==> src/rtl/ebi_bus_master_if.sv <==
// rtl/ebi_bus_master_if.sv - request/response and EBI pin bundle for ebi_bus_master
interface ebi_bus_master_if;
    logic       req_valid;
    logic       req_ready;
    logic       req_write;
    logic [2:0] req_addr;
    logic [7:0] req_wdata;
    logic       rsp_valid;
    logic [7:0] rsp_rdata;
    logic       ebi_cs_n;
    logic       ebi_we_n;
    logic       ebi_oe_n;
    logic [2:0] ebi_addr;
    logic [7:0] ebi_data_out;
    logic       ebi_data_oe;
    logic [7:0] ebi_data_in;

    modport master (
        input  req_valid, req_write, req_addr, req_wdata, ebi_data_in,
        output req_ready, rsp_valid, rsp_rdata,
        output ebi_cs_n, ebi_we_n, ebi_oe_n, ebi_addr, ebi_data_out, ebi_data_oe
    );

    modport slave (
        output req_valid, req_write, req_addr, req_wdata, ebi_data_in,
        input  req_ready, rsp_valid, rsp_rdata,
        input  ebi_cs_n, ebi_we_n, ebi_oe_n, ebi_addr, ebi_data_out, ebi_data_oe
    );
endinterface

==> src/rtl/ebi_bus_master.sv <==
// rtl/ebi_bus_master.sv - EBI-style bus initiator with parameterised strobe timing
module ebi_bus_master #(
    parameter int T_AS = 1,
    parameter int T_WP = 2,
    parameter int T_WR = 1,
    parameter int T_RC = 2
) (
    input  logic             clk,
    input  logic             rst,
    ebi_bus_master_if.master bus
);

    if (T_AS < 1 || T_AS > 15 || T_WP < 1 || T_WP > 15 ||
        T_WR < 1 || T_WR > 15 || T_RC < 1 || T_RC > 15) begin : g_param_check
        $fatal(1, "ebi_bus_master: timing parameters must be in 1..15");
    end

    localparam logic [3:0] CNT_AS = 4'(T_AS - 1);
    localparam logic [3:0] CNT_WP = 4'(T_WP - 1);
    localparam logic [3:0] CNT_WR = 4'(T_WR - 1);
    localparam logic [3:0] CNT_RC = 4'(T_RC - 1);

    typedef enum logic [2:0] {
        IDLE,
        W_SETUP,
        W_PULSE,
        W_RECOV,
        R_STROBE
    } state_t;

    state_t     state, state_next;
    logic [3:0] cnt, cnt_next;
    logic       accept;

    logic       cs_n_q, we_n_q, oe_n_q, data_oe_q, rsp_valid_q;
    logic [2:0] addr_q;
    logic [7:0] wdata_q, rdata_q;

    logic       cs_n_next, we_n_next, oe_n_next, data_oe_next, rsp_valid_next;
    logic [2:0] addr_next;
    logic [7:0] wdata_next, rdata_next;

    assign bus.req_ready    = (state == IDLE) && !rst;
    assign bus.rsp_valid    = rsp_valid_q;
    assign bus.rsp_rdata    = rdata_q;
    assign bus.ebi_cs_n     = cs_n_q;
    assign bus.ebi_we_n     = we_n_q;
    assign bus.ebi_oe_n     = oe_n_q;
    assign bus.ebi_addr     = addr_q;
    assign bus.ebi_data_out = wdata_q;
    assign bus.ebi_data_oe  = data_oe_q;

    always_comb begin
        state_next     = state;
        cnt_next       = cnt;
        addr_next      = addr_q;
        wdata_next     = wdata_q;
        rdata_next     = rdata_q;
        rsp_valid_next = 1'b0;
        accept         = bus.req_valid && bus.req_ready;

        case (state)
            IDLE: begin
                if (accept) begin
                    addr_next  = bus.req_addr;
                    wdata_next = bus.req_wdata;
                    if (bus.req_write) begin
                        state_next = W_SETUP;
                        cnt_next   = CNT_AS;
                    end else begin
                        state_next = R_STROBE;
                        cnt_next   = CNT_RC;
                    end
                end
            end
            W_SETUP: begin
                if (cnt == 4'd0) begin
                    state_next = W_PULSE;
                    cnt_next   = CNT_WP;
                end else begin
                    cnt_next = cnt - 4'd1;
                end
            end
            W_PULSE: begin
                if (cnt == 4'd0) begin
                    state_next = W_RECOV;
                    cnt_next   = CNT_WR;
                end else begin
                    cnt_next = cnt - 4'd1;
                end
            end
            W_RECOV: begin
                if (cnt == 4'd0) begin
                    state_next     = IDLE;
                    cnt_next       = 4'd0;
                    rsp_valid_next = 1'b1;
                end else begin
                    cnt_next = cnt - 4'd1;
                end
            end
            R_STROBE: begin
                // Only the last strobe cycle's bus value is captured; earlier cycles may still be settling.
                if (cnt == 4'd0) begin
                    state_next     = IDLE;
                    cnt_next       = 4'd0;
                    rsp_valid_next = 1'b1;
                    rdata_next     = bus.ebi_data_in;
                end else begin
                    cnt_next = cnt - 4'd1;
                end
            end
            default: begin
                state_next = IDLE;
                cnt_next   = 4'd0;
            end
        endcase

        // Strobes are decoded from the next state so the pins change on the same edge as the state.
        cs_n_next    = (state_next == IDLE);
        we_n_next    = (state_next != W_PULSE);
        oe_n_next    = (state_next != R_STROBE);
        data_oe_next = (state_next == W_PULSE) || (state_next == W_RECOV);
    end

    always_ff @(posedge clk) begin
        if (rst) begin
            state       <= IDLE;
            cnt         <= 4'd0;
            cs_n_q      <= 1'b1;
            we_n_q      <= 1'b1;
            oe_n_q      <= 1'b1;
            data_oe_q   <= 1'b0;
            rsp_valid_q <= 1'b0;
            addr_q      <= 3'd0;
            wdata_q     <= 8'd0;
            rdata_q     <= 8'd0;
        end else begin
            state       <= state_next;
            cnt         <= cnt_next;
            cs_n_q      <= cs_n_next;
            we_n_q      <= we_n_next;
            oe_n_q      <= oe_n_next;
            data_oe_q   <= data_oe_next;
            rsp_valid_q <= rsp_valid_next;
            addr_q      <= addr_next;
            wdata_q     <= wdata_next;
            rdata_q     <= rdata_next;
        end
    end

endmodule

==> src/flat_wrapper.sv <==
// flat-port wrapper written by rule: the top's interface ports become plain ports
module ebi_bus_master_flat 
#(
    parameter int T_AS = 1,
    parameter int T_WP = 2,
    parameter int T_WR = 1,
    parameter int T_RC = 2
)
  (clk, rst, bus_req_valid, bus_req_write, bus_req_addr, bus_req_wdata, bus_ebi_data_in, bus_req_ready, bus_rsp_valid, bus_rsp_rdata, bus_ebi_cs_n, bus_ebi_we_n, bus_ebi_oe_n, bus_ebi_addr, bus_ebi_data_out, bus_ebi_data_oe);
  ebi_bus_master_if bus_i ();
  input  logic clk;
  input  logic rst;
  input wire logic [$bits(bus_i.req_valid)-1:0] bus_req_valid;
  input wire logic [$bits(bus_i.req_write)-1:0] bus_req_write;
  input wire logic [$bits(bus_i.req_addr)-1:0] bus_req_addr;
  input wire logic [$bits(bus_i.req_wdata)-1:0] bus_req_wdata;
  input wire logic [$bits(bus_i.ebi_data_in)-1:0] bus_ebi_data_in;
  output wire logic [$bits(bus_i.req_ready)-1:0] bus_req_ready;
  output wire logic [$bits(bus_i.rsp_valid)-1:0] bus_rsp_valid;
  output wire logic [$bits(bus_i.rsp_rdata)-1:0] bus_rsp_rdata;
  output wire logic [$bits(bus_i.ebi_cs_n)-1:0] bus_ebi_cs_n;
  output wire logic [$bits(bus_i.ebi_we_n)-1:0] bus_ebi_we_n;
  output wire logic [$bits(bus_i.ebi_oe_n)-1:0] bus_ebi_oe_n;
  output wire logic [$bits(bus_i.ebi_addr)-1:0] bus_ebi_addr;
  output wire logic [$bits(bus_i.ebi_data_out)-1:0] bus_ebi_data_out;
  output wire logic [$bits(bus_i.ebi_data_oe)-1:0] bus_ebi_data_oe;
  assign bus_i.req_valid = bus_req_valid;
  assign bus_i.req_write = bus_req_write;
  assign bus_i.req_addr = bus_req_addr;
  assign bus_i.req_wdata = bus_req_wdata;
  assign bus_i.ebi_data_in = bus_ebi_data_in;
  assign bus_req_ready = bus_i.req_ready;
  assign bus_rsp_valid = bus_i.rsp_valid;
  assign bus_rsp_rdata = bus_i.rsp_rdata;
  assign bus_ebi_cs_n = bus_i.ebi_cs_n;
  assign bus_ebi_we_n = bus_i.ebi_we_n;
  assign bus_ebi_oe_n = bus_i.ebi_oe_n;
  assign bus_ebi_addr = bus_i.ebi_addr;
  assign bus_ebi_data_out = bus_i.ebi_data_out;
  assign bus_ebi_data_oe = bus_i.ebi_data_oe;
  ebi_bus_master #(.T_AS(T_AS), .T_WP(T_WP), .T_WR(T_WR), .T_RC(T_RC)) u_core (.clk(clk), .rst(rst), .bus(bus_i));
endmodule
==> config.mk <==
export PLATFORM = sky130hd
export DESIGN_NAME = ebi_bus_master_flat
export DESIGN_NICKNAME = d
export VERILOG_FILES = /design/src/rtl/ebi_bus_master_if.sv /design/src/rtl/ebi_bus_master.sv /design/src/flat_wrapper.sv
export SDC_FILE = /design/constraint.sdc
export NUM_CORES = 1
export LEC_CHECK = 0
export CORE_ASPECT_RATIO = 0.6
export CORE_MARGIN = 2
export CORE_UTILIZATION = 43
export CTS_CLUSTER_DIAMETER = 80
export CTS_CLUSTER_SIZE = 8
export DETAILED_ROUTE_END_ITERATION = 7
export PLACE_DENSITY = 0.9
export SYNTH_ARGS = -nofsm -noshare
export SYNTH_HDL_FRONTEND = slang
export SYNTH_SLANG_ARGS = --single-unit
==> constraint.sdc <==
create_clock -name clk -period 2.3 [get_ports clk]
set_input_delay 0.345 -clock clk [delete_from_list [all_inputs] [get_ports clk]]
set_output_delay 0.345 -clock clk [all_outputs]
set_load 0.03 [all_outputs]
### Word level (Yosys, flattened, before mapping)

Index checks and enable logic that the tools add are counted.

| word-level totals | value |
|---|---|
| flip-flop bits (word level) | 31 |
| bits of input ports | 23 |
| output and inout port bits | 25 |
| logic and storage cells | 45 |

| operators by class | value |
|---|---|
| add/sub/neg operators | 1 |
| eq/ne operators | 9 |
| multiplexer cells | 12 |
| bitwise logic cells | 1 |
| reductions and logical operators | 12 |

Operators by type and width:

| kind | number |
|---|---|
| 3-bit two-way mux | 5 |
| 3-bit by 2-bit equality test with 1-bit output, second input constant | 4 |
| 4-bit two-way mux | 3 |
| 3-bit one-hot mux with 4 select lines | 1 |
| 4-bit one-hot mux with 3 select lines | 1 |
| 3-bit zero test | 2 |
| 4-bit zero test | 1 |
| 2-bit AND reduction | 2 |
| 2-bit OR reduction | 2 |
| 4-bit by 1-bit subtractor with 4-bit output, second input constant | 1 |
| 3-bit by 1-bit equality test with 1-bit output, second input constant | 1 |
| 3-bit equality test, second input constant | 1 |
| 3-bit by 2-bit != test with 1-bit output, second input constant | 1 |
| 3-bit != test, second input constant | 1 |
| 3-bit OR reduction | 1 |
| 1-bit logical AND | 2 |
| 1-bit two-way mux | 2 |
| 2-bit by 1-bit != test with 1-bit output, second input constant | 1 |
| 1-bit zero test | 1 |
| 1-bit logical OR | 1 |
| 1-bit NOT | 1 |

### Depth between registers and ports, before layout

Gate-level depths: netlist (run 1).

| depth | value |
|---|---|
| depth in word-level cells | 7 |
| mapped depth | 6 |
| mapped depth without buffers | 4 |

### Worst setup path before layout (run 1)

OpenSTA, ideal clock, no wires.

| timing path | value |
|---|---|
| kind | reg2reg |
| from | reg u_core.state[1] |
| to | reg u_core.cs_n_q, in the netlist u_core.bus.ebi_cs_n |
| library setup time | 0.131 ns |
| arrival time | 2.212 ns |
| data required time | 2.169 ns |
| setup slack | -0.043 ns |
| stages on the path, launching flop included | 6 |
| path buffers | 1 |
| clock period less this slack | 2.343 ns |
| cell sequence | dfxtp_1 -> clkbuf_1 -> nor4_1 -> nand3_1 -> a31oi_4 -> nor3_2 |

| between the ends | value |
|---|---|
| cells in the longest elaborated chain, start to end | 6 |
| elaborated cells on any way between the ends | 14 |
| those cells by class | eq/ne: 4; mux: 5; reduce/logical: 5 |

Ends and longest elaborated chain:

| item | line | text |
|---|---|---|
| from (decl) | ebi_bus_master.sv:31 | `state_t state, state_next;` |
| from (signal assigned) | ebi_bus_master.sv:138 | `state <= state_next;` |
| 3-bit zero test | ebi_bus_master.sv:43 | `assign bus.req_ready = (state == IDLE) && !rst;` |
| 1-bit logical AND | ebi_bus_master.sv:43 |  |
| net bus_req_ready | flat_wrapper.sv:18 | `output wire logic [$bits(bus_i.req_ready)-1:0] bus_req_ready;` |
| 1-bit logical AND | ebi_bus_master.sv:60 | `accept = bus.req_valid && bus.req_ready;` |
| 3-bit two-way mux | ebi_bus_master.sv:64 | `if (accept) begin` |
| 3-bit one-hot mux with 4 select lines | ebi_bus_master.sv:62 | `case (state)` |
| 3-bit zero test | ebi_bus_master.sv:119 | `cs_n_next = (state_next == IDLE);` |
| to (signal assigned) | ebi_bus_master.sv:140 | `cs_n_q <= cs_n_next;` |
| to (decl) | ebi_bus_master.sv:35 | `logic cs_n_q, we_n_q, oe_n_q, data_oe_q, rsp_valid_q;` |

The timed path passes the listed nets, and every way through them passes these cells.
A chain may end at the register's enable or synchronous reset.

### Worst setup path after layout (run 1)

| timing path | value |
|---|---|
| from | reg u_core.cnt[0] |
| to | reg u_core.cs_n_q, in the netlist u_core.bus.ebi_cs_n |

| between the ends | value |
|---|---|
| cells in the longest elaborated chain, start to end | 4 |
| elaborated cells on any way between the ends | 6 |
| those cells by class | mux: 4; reduce/logical: 2 |

Ends and longest elaborated chain:

| item | line | text |
|---|---|---|
| from (decl) | ebi_bus_master.sv:32 | `logic [3:0] cnt, cnt_next;` |
| from (signal assigned) | ebi_bus_master.sv:139 | `cnt <= cnt_next;` |
| 4-bit zero test * | -- |  |
| 3-bit two-way mux (on tied branches) | -- |  |
| 3-bit one-hot mux with 4 select lines * | ebi_bus_master.sv:62 |  |
| 3-bit zero test * | ebi_bus_master.sv:119 |  |

Every way passes the cells marked *; elsewhere a longest branch is shown, timed or not.

==> results of run 1 <==
[metrics by stage]
stage / setup slack [ns] / cell area [sq um] / utilization, %
2_1_floorplan: 0.422 / 1260 / -
3_3_place_gp: 0.408 / 1750 / 62.1
3_5_place_dp: 0.331 / 1750 / 62.1
4_1_cts: 0.327 / 1830 / 65.0
5_1_grt: 0.263 / 1830 / 65.0
6_report: 0.311 / 1830 / 65.0
[cell families (layout without fill, tap and decap cells)]
| logic type | Yosys count | count (layout) | share of synthesized area, % |
|---|---|---|---|
| mux | 8 | 8 | 6.39 |
| compound gates | 13 | 13 | 8.48 |
| buf+inv | 10 | 58 | 3.29 |
| xor+xnor | 2 | 2 | 1.40 |
| flops | 31 | 31 | 49.5 |
| simple gates | 72 | 72 | 30.9 |
[registers in the layout (all words and copies together), names as in the netlist, 3 cells and up]
register                 cells
u_core.bus.ebi_data_out      8
u_core.state                 3
u_core.bus.rsp_rdata         8
u_core.cnt                   4
u_core.bus.ebi_addr          3
[final timing paths]
kind | to | cells after the start | slack, ns | startpoint
worst min register to register | u_core.bus.ebi_data_out[1] | 2 | 0.48 | u_core.bus.ebi_data_out[1]
worst max-delay path | u_core.bus.ebi_cs_n | 4 | 0.31 | u_core.cnt[0]
worst min-delay path | u_core.bus.ebi_data_out[1] | 2 | 0.48 | u_core.bus.ebi_data_out[1]
worst max register to register | u_core.bus.ebi_cs_n | 4 | 0.31 | u_core.cnt[0]
[layout by cell type, fill, tap and decap left out]
cell type,count
a21oi_1,3
clkinv_2,1
nor3b_1,1
and2_1,1
o21a_1,2
nand4_1,1
xnor2_1,1
o21ai_0,1
o32ai_1,1
or4_1,2
inv_1,1
and4b_2,1
clkbuf_1,2
nand3_1,2
xor2_1,1
a2111oi_1,1
nor4_2,1
nor4_1,4
a2111oi_0,1
clkdlybuf4s50_1,46
nor2_1,13
and2b_1,1
nor3_2,1
mux2i_1,8
nand2_1,24
nand2b_1,3
dfxtp_1,31
or4b_4,1
or2_2,1
nor3_1,2
buf_4,3
clkbuf_8,5
or3_1,1
nand3b_1,11
a22oi_1,2
a21boi_0,1
a31oi_4,1
nor2b_1,1
[power by group through the flow]
stage	sequential [mW]	clock, mW	combinational (mW)
floorplan	0.662	0	0.117
global placement	0.609	0	0.285
detailed placement	0.613	0	0.293
CTS	0.601	0.420	0.295
global route	0.606	0.442	0.317
finish	0.602	0.407	0.295
[area by class of cell]
cell class                 count  share of cell area [%]
clock buffer                   7                    4.17
clock inverter                 1                   0.274
inverter                       1                   0.205
multi-input combinational     95                    32.7
sequential                    31                    33.9
tap                           34                    2.33
timing repair buffer          49                    26.4
[tightest hold or removal path: stages, from the launching register on]
cell	delay, ns
dfxtp_1	0.31
nand3b_1	0.08
nand2_1	0.05
[per-layer routing]
layer	wire length (um)	up-vias	track usage (%)
met5	0	-	0
met4	53	0	9.09
met3	168	8	6.42
met2	1550	41	33.4
met1	1320	550	23.4
li1	-	565	-
==> reports/qor.yml, run 1 <==
clock_tree:
  cts_post_setup_buffers_inserted: 0
  cts_hold_buf: 0
  cts_max_level: 2
  cts_root_buf: "clkbuf_8"
  cts_buffers: 5
  clk_path_buf_depth: 2
  numClockSinks: 31
  cts_tree: "yes"
  clk_latency_ns: 0.28
  clk_pin_slew_ns: 0.07
  cts_resized: 0
power_and_ir_drop:
  total_power_mw: 1.30
  switching_share_pct: 29.2
  powerDensity_mw_per_mm2: 713
  p_int_mw: 0.924
  pwr-share-clk_pct: 31.2
  combPwrFrac_pct: 22.6
  leakagePower_nw: 0.765
  ir_drop_v: 0.000366
  power_switching_mw: 0.381
  p_seq_share_pct: 46.2
sta:
  rsz0062_at_grt: "false"
  min_period_ns: 1.99
  setup_violations: 0
  slew-limit-headroom_pct: 60.4
  whs_ns: 0.476
  hold_violations: 0
  tns_ns: 0
  worstMarginPinSlew_ns: 0.588
  period_share_pct: 86.5
  fmax_mhz: 503
  fin_skew_ns: 0.00794
  slew_viol_final: 0
routing:
  drtIter0Drc: 35
  vias_per_cell: 5.34
  first_pass_iters: 4
  drtAntennaViolNets: 0
  drc: 0
  drt-total-wl_um: 3090
  wire_per_inst_um: 14.2
  via_count: 1164
placement:
  portBuffers: 47
  dp.cells: 210
  hpwl_um: 2190
  gp_routability_congestion: 0.788
critical_path:
  crit_slowest_cell: "or4_1"
  critPathTopFamily: "simple AND/OR/NAND/NOR gates"
  path_buf_inv: 0
  critPathMaxFanout: 8
  start_kind: "flip-flop"
  critical_path.cell_chain: "or4_1, or4b_4, a31oi_4, nor3_2"
  critPathCaptureType: "flip-flop"
  worstPathRequired_ns: 2.45
  crit_arrival_ns: 2.13
  max_stage_delay_ns: 0.65
  path_class: "reg -> reg"
logic_synthesis:
  yosysMostFrequentCell: "dfxtp_1"
  synth_common_cells: "31 x dfxtp_1, 24 x nand2_1, 13 x nor2_1"
  synthTopCellsByArea: "dfxtp_1 50%, nand2_1 7.2%, nand3b_1 6.6%"
  ys_types: 35
  synth_fp_nets: 159
  ys_ff_latch: 31
  synthCells: 136
  synth_top_area_share_pct: 49.5
  ys_seq_area_share_pct: 49.5
  synth-edff-count: 0
  yosysWarningCount: 0
  async_reset_ff_share_pct: 0
  yosys_most_used_dff: "dfxtp_1"
  synth_area_sq_mm: 0.00125
  yosysTopAreaCell: "dfxtp_1"
  avgSynthCellArea_sq_um: 9.22
grt:
  antenna_found_initial: 0
  grt_pass1_wl_um: 4950
  first_global_vias: 1123
  grt-ovfl-total: 0
  gr-usage-all-layers_pct: 19.8
  grt_max_degree: 27
die:
  start_util_pct: 44.5
  die_y_um: 45.8
  fp-row-count: 15
  core_sq_mm: 0.00282
  io_pins: 48
  dieArea_sq_mm: 0.00338
  chipWidth_um: 73.7
cells_and_area:
  fin_cells: 218
  nNetsFinal: 206
  n_fill_cell: 230
  areaGrowthSynthToFinish_pct: 45.9
  layout-drive-gt1-share_pct: 8.15
  antenna_cells: 0
  register_area_sq_um: 621
  multi_input_area_sq_um: 598
flow_run:
  cap_violations: 0
outcome:
  status: "complete, no violations"
min_path:
  hp-class: "reg -> reg"
(Power assumes the default switching activity.)
==> run 2: changes to the inputs <==
Settings changed: CORE_UTILIZATION 43 to 46, PLACE_DENSITY 0.9 to 0.94.
Clock period 2.3 ns to 2.6 ns, I/O delays scaled along.
==> run 2 against run 1 <==
Net effect:
- critical path depth shrank 1
- final area shrank 0.48%
- clock skew shrank 0.0011 ns
- sequential share of layout area up 0.16 points
- highest routed layer unchanged
==> reports/qor.yml, run 2 (synthesis gave the netlist of run 1 again) <==
power_and_ir_drop:
  p_seq_share_pct: 46.4  # +0.2 points
  pwr-share-clk_pct: 30.9  # -0.3 points
  switching_share_pct: 29.1  # -0.090 points
  ir_drop_v: 0.000480  # +31%
  combPwrFrac_pct: 22.7  # about the same
  p_int_mw: 0.816  # -12%
  powerDensity_mw_per_mm2: 632  # -11%
  leakagePower_nw: 0.764  # -0.16%
  power_switching_mw: 0.335  # -12%
die:
  chipWidth_um: 71.4  # -3.1%
  io_pins: 48  # unchanged
  die_y_um: 44.4  # -3.0%
  dieArea_sq_mm: 0.00317  # -6.1%
  core_sq_mm: 0.00254  # -9.8%
  fp-row-count: 14  # -1
  start_util_pct: 49.4  # +4.8 points
min_path:
  hold_start: "u_core.bus.ebi_data_out[3]"
  holdPathEnd: "u_core.bus.ebi_data_out[3]"
  hp-class: "reg -> reg"
  holdPathStages: 2  # unchanged
cells_and_area:
  nNetsFinal: 206  # unchanged
  antenna_cells: 0  # unchanged
  layout_commonest_cell: "clkdlybuf4s50_1"
  fin_cells: 216  # -0.92%
  fin_util_pct: 71.7  # +6.7 points
  areaGrowthSynthToFinish_pct: 45.2
  final_cell_mix: "46 x clkdlybuf4s50_1, 31 x dfxtp_1, 24 x nand2_1"
  layout-drive-gt1-share_pct: 7.61  # -0.54 points
sta:
  timing.final.ws_setup_ns: 0.571  # +0.259 ns
  period_share_pct: 78.1
  fmax_mhz: 493
  rsz0062_at_grt: "false"
  slew-limit-headroom_pct: 62.5  # +2.1 points
  tns_ns: 0  # unchanged
  hold_violations: 0  # unchanged
  fin_skew_ns: 0.00680  # -0.00114 ns
  worstMarginPinSlew_ns: 0.558  # -0.0306 ns
  slew_viol_final: 0  # unchanged
  min_period_ns: 2.03
  setup_violations: 0  # unchanged
critical_path:
  worstPathRequired_ns: 2.21  # -0.24 ns
  crit_arrival_ns: 1.64  # -0.49 ns
  r2r-start: "u_core.cnt[0]"
  start_kind: "input pin"
  worst_r2r_endpoint: "u_core.bus.ebi_cs_n"
  path_class: "in -> out"
  r2r_cells: 4  # unchanged
  critPathCaptureType: "primary output"
  reg2reg_slack_ns: 0.62  # +0.31 ns
  critPathMaxFanout: 8  # unchanged
placement:
  portBuffers: 47  # unchanged
  dp.cells: 208  # -0.95%
  hpwl_um: 2450  # +12%
  preCtsSetupSlack_ns: 0.433  # +0.101 ns
  gp_routability_congestion: 0.773  # -1.9%
clock_tree:
  cts_root_buf: "clkbuf_8"
  clk_latency_ns: 0.28  # about the same
  cts_post_setup_buffers_inserted: 0  # unchanged
  clk_pin_slew_ns: 0.06  # about the same
  cts_tree: "yes"
  clk_path_buf_depth: 2  # unchanged
  cts_hold_buf: 0  # unchanged
  cts_resized: 0  # unchanged
  numClockSinks: 31  # unchanged
  cts_max_level: 2  # unchanged
  cts_buffers: 5  # unchanged
routing:
  drt-total-wl_um: 3260  # +5.8%
  met1_length_um: 1380  # +4.8%
  first_pass_iters: 4  # unchanged
  vias_per_cell: 5.37  # +0.58%
  wl_met2_um: 1550  # +0.45%
  dr.max_layer_used: "met4"
  met3_length_um: 275  # +64%
  drtAntennaViolNets: 0  # unchanged
  wire_per_inst_um: 15.1  # +6.8%
  drc: 0  # unchanged
  via_count: 1160  # -0.34%
  drtIter0Drc: 58  # +66%
outcome:
  status: "complete, no violations"
grt:
  grt_max_degree: 23  # -15%
  gr-usage-all-layers_pct: 23.0  # +3.2 points
  grt_pass1_wl_um: 5400  # +9.2%
  grt-ovfl-total: 0  # unchanged
  antenna_found_initial: 0  # unchanged
  first_global_vias: 1092  # -2.8%
flow_run:
  cap_violations: 0  # unchanged
-- run 2: final cells by class --
class / instances / area [sq um]
Clock inverter: 1 / 5.00
Inverter: 1 / 3.75
Fill cell: 179 / 719
Clock buffer: 7 / 76.3
Sequential cell: 31 / 621
Multi-Input combinational cell: 95 / 592
Tap cell: 32 / 40.0
Timing Repair Buffer: 49 / 483
-- run 2: routing by layer --
metal	up-vias	track usage [%]
li1	568	-
met1	531	28.6
met2	56	36.7
met3	5	8.43
met4	0	9.81
met5	-	0
-- run 2: power by group through the flow --
stage          clock network [mW]  registers (mW)  logic [mW]
3_5_place_dp                    0           0.543       0.260
4_1_cts                     0.366           0.533       0.262
3_3_place_gp                    0           0.540       0.251
2_1_floorplan                   0           0.585       0.102
5_1_grt                     0.389           0.538       0.279
6_report                    0.356           0.534       0.261
-- run 2: worst max path at each step --
stage / from / slack [ns] / depth (start not counted) / endpoint
after floorplan: u_core.state[1] / 0.26 / 5 / u_core.bus.ebi_cs_n
after global placement: rst / 0.61 / 5 / u_core.bus.ebi_data_out[6]
after detailed placement: rst / 0.43 / 5 / u_core.bus.ebi_data_out[2]
after CTS: rst / 0.58 / 3 / bus_req_ready
after global routing: rst / 0.51 / 3 / bus_req_ready
final: rst / 0.57 / 3 / bus_req_ready
-- run 2: per-stage QoR --
step | instance area (sq um) | total power, mW | hold WS (ns)
2_1_floorplan | 1250 | 0.688 | 0.474
3_3_place_gp | 1740 | 0.790 | 0.462
3_5_place_dp | 1740 | 0.803 | 0.463
4_1_cts | 1820 | 1.16 | 0.473
5_1_grt | 1820 | 1.21 | 0.510
6_report | 1820 | 1.15 | 0.470
-- run 2: worst max-delay path: stages --
cell and delay, ns:
clkdlybuf4s50_1 0.52, nor4_1 0.47, buf_4 0.26
==> run 3: changes to the inputs <==
Settings changed: CORE_UTILIZATION 46 to 43, PLACE_DENSITY 0.94 to 0.9.
Clock period 2.6 ns to 2.1 ns, I/O delays scaled along.
==> run 3 against run 2 <==
Net effect:
- utilization decreased by 5.7 points
- count of clock-buffer cells in the layout unchanged
- routed wire length decreased by 7.4%
- clock skew decreased by 0.0038 ns
- first-iteration DRC count increased by 67%
==> reports/qor.yml, run 3 (synthesis gave the netlist of run 1 again) <==
power_and_ir_drop:
  powerDensity_mw_per_mm2: 767  # +21%
  total_power_mw: 1.42  # +24%
  leakagePower_nw: 0.780  # +2.1%
  ir_drop_v: 0.000470  # -2.2%
clock_tree:
  clk_pin_slew_ns: 0.06  # about the same
  cts_post_setup_buffers_inserted: 0  # unchanged
  cts_max_level: 2  # unchanged
  clk_path_buf_depth: 2  # unchanged
  numClockSinks: 31  # unchanged
  clk_latency_ns: 0.28  # about the same
  cts_hold_buf: 0  # unchanged
  cts_resized: 0  # unchanged
  cts_root_buf: "clkbuf_8"
  cts_tree: "yes"
  cts_buffers: 5  # unchanged
sta:
  worstMarginPinSlew_ns: 0.537  # -0.0207 ns
  fmax_mhz: 530
  setup_violations: 0  # unchanged
  hold_violations: 0  # unchanged
  min_period_ns: 1.89
  fin_skew_ns: 0.00300  # -0.00381 ns
  period_share_pct: 89.9
  tns_ns: 0  # unchanged
  slew-limit-headroom_pct: 63.9  # +1.4 points
  whs_ns: 0.472  # +0.00162 ns
  rsz0062_at_grt: "false"
  slew_viol_final: 0  # unchanged
routing:
  first_pass_iters: 4  # unchanged
  met1_length_um: 1300  # -5.9%
  met3_length_um: 179  # -35%
  drc: 0  # unchanged
  drt-total-wl_um: 3020  # -7.4%
  dr.max_layer_used: "met4"
  drtAntennaViolNets: 0  # unchanged
  wire_per_inst_um: 13.7  # -9.1%
  vias_per_cell: 5.24  # -2.4%
  via_count: 1153  # -0.60%
  wl_met2_um: 1460  # -5.8%
  drtIter0Drc: 97  # +67%
die:
  fp-row-count: 15  # +1
  die_y_um: 45.8  # +3.1%
  io_pins: 48  # unchanged
  start_util_pct: 44.5  # -4.8 points
  chipWidth_um: 73.7  # +3.2%
  dieArea_sq_mm: 0.00338  # +6.5%
  core_sq_mm: 0.00282  # +11%
grt:
  grt_max_degree: 29  # +26%
  first_global_vias: 999  # -8.5%
  grt-ovfl-total: 0  # unchanged
  antenna_found_initial: 0  # unchanged
  grt_pass1_wl_um: 4580  # -15%
  gr-usage-all-layers_pct: 18.6  # -4.4 points
cells_and_area:
  layout_commonest_cell: "clkdlybuf4s50_1"
  register_area_sq_um: 621  # unchanged
  final_cell_mix: "46 x clkdlybuf4s50_1, 31 x dfxtp_1, 24 x nand2_1"
  n_fill_cell: 217  # +21%
  antenna_cells: 0  # unchanged
  layout-drive-gt1-share_pct: 9.14  # +1.5 points
  multi_input_area_sq_um: 598  # +1.1%
  areaGrowthSynthToFinish_pct: 48.1
  nNetsFinal: 208  # +0.97%
placement:
  portBuffers: 47  # unchanged
  hpwl_um: 2140  # -13%
  gp_routability_congestion: 0.838  # +8.5%
min_path:
  hp-class: "reg -> reg"
  holdPathStages: 2  # unchanged
  holdPathEnd: "u_core.bus.ebi_addr[0]"
  hold_start: "u_core.bus.ebi_addr[0]"
critical_path:
  r2r-start: "u_core.cnt[0]"
  path_class: "reg -> reg"
  critPathCaptureType: "flip-flop"
  r2r_cells: 4  # unchanged
  start_kind: "flip-flop"
  critPathMaxFanout: 8  # unchanged
  reg2reg_slack_ns: 0.21  # -0.41 ns
  worstPathRequired_ns: 2.25  # +0.04 ns
  worst_r2r_endpoint: "u_core.bus.ebi_cs_n"
  crit_arrival_ns: 2.04  # +0.40 ns
flow_run:
  cap_violations: 0  # unchanged
outcome:
  status: "complete, no violations"
[run 3: cell types whose count changed in the layout (fill, tap and decap cells not counted)]
| cell | delta |
|---|---|
| buf_4 | +1 |
| nor4_1 | -1 |
| nor4_2 | +1 |
| buf_12 | +1 |
[run 3: final cells by class]
| cell class | instances | area share, % |
|---|---|---|
| clock inverters | 1 | 0.270 |
| repair buffers | 51 | 27.5 |
| clock buffers | 7 | 4.11 |
| inverters | 1 | 0.202 |
| multi-input cells | 95 | 32.2 |
| well taps | 34 | 2.29 |
| flip-flops and latches | 31 | 33.4 |
[run 3: worst max-delay path, cell delays in order, from the launching register on]
cell and delay (ns):
dfxtp_1 0.37, or4_1 0.59, or4b_4 0.54, a31oi_4 0.21, nor3_2 0.06
[run 3: power breakdown]
part / leakage (nW) / total [mW] / switching (mW) / internal, mW
logic: 0.485 / 0.332 / 0.174 / 0.159
clock network: 0.0422 / 0.435 / 0.203 / 0.232
registers: 0.253 / 0.657 / 0.0288 / 0.628
[run 3: worst max-delay path by stage]
stage	cells past startpoint	slack (ns)	end	from
global placement	4	0.26	u_core.bus.ebi_cs_n	u_core.cnt[0]
floorplan	5	0.22	u_core.bus.ebi_cs_n	u_core.state[1]
global route	5	0.12	u_core.bus.ebi_we_n	u_core.cnt[0]
detailed placement	6	0.18	u_core.bus.ebi_data_out[5]	rst
CTS	4	0.21	u_core.bus.ebi_cs_n	u_core.cnt[0]
finish	4	0.21	u_core.bus.ebi_cs_n	u_core.cnt[0]
[run 3: stage by stage]
step | setup slack [ns] | cells | utilization, % | instance area (sq um)
floorplan | 0.222 | 136 | - | 1260
global placement | 0.260 | 212 | 63.1 | 1780
detailed placement | 0.183 | 212 | 63.1 | 1780
CTS | 0.209 | 220 | 66.0 | 1860
global route | 0.121 | 220 | 66.0 | 1860
finish | 0.212 | 220 | 66.0 | 1860
[run 3: metal layers]
metal / vias up / global-route usage [%]
li1: 566 / -
met1: 535 / 21.8
met2: 44 / 30.0
met3: 8 / 6.64
met4: 0 / 10.5
met5: - / 0
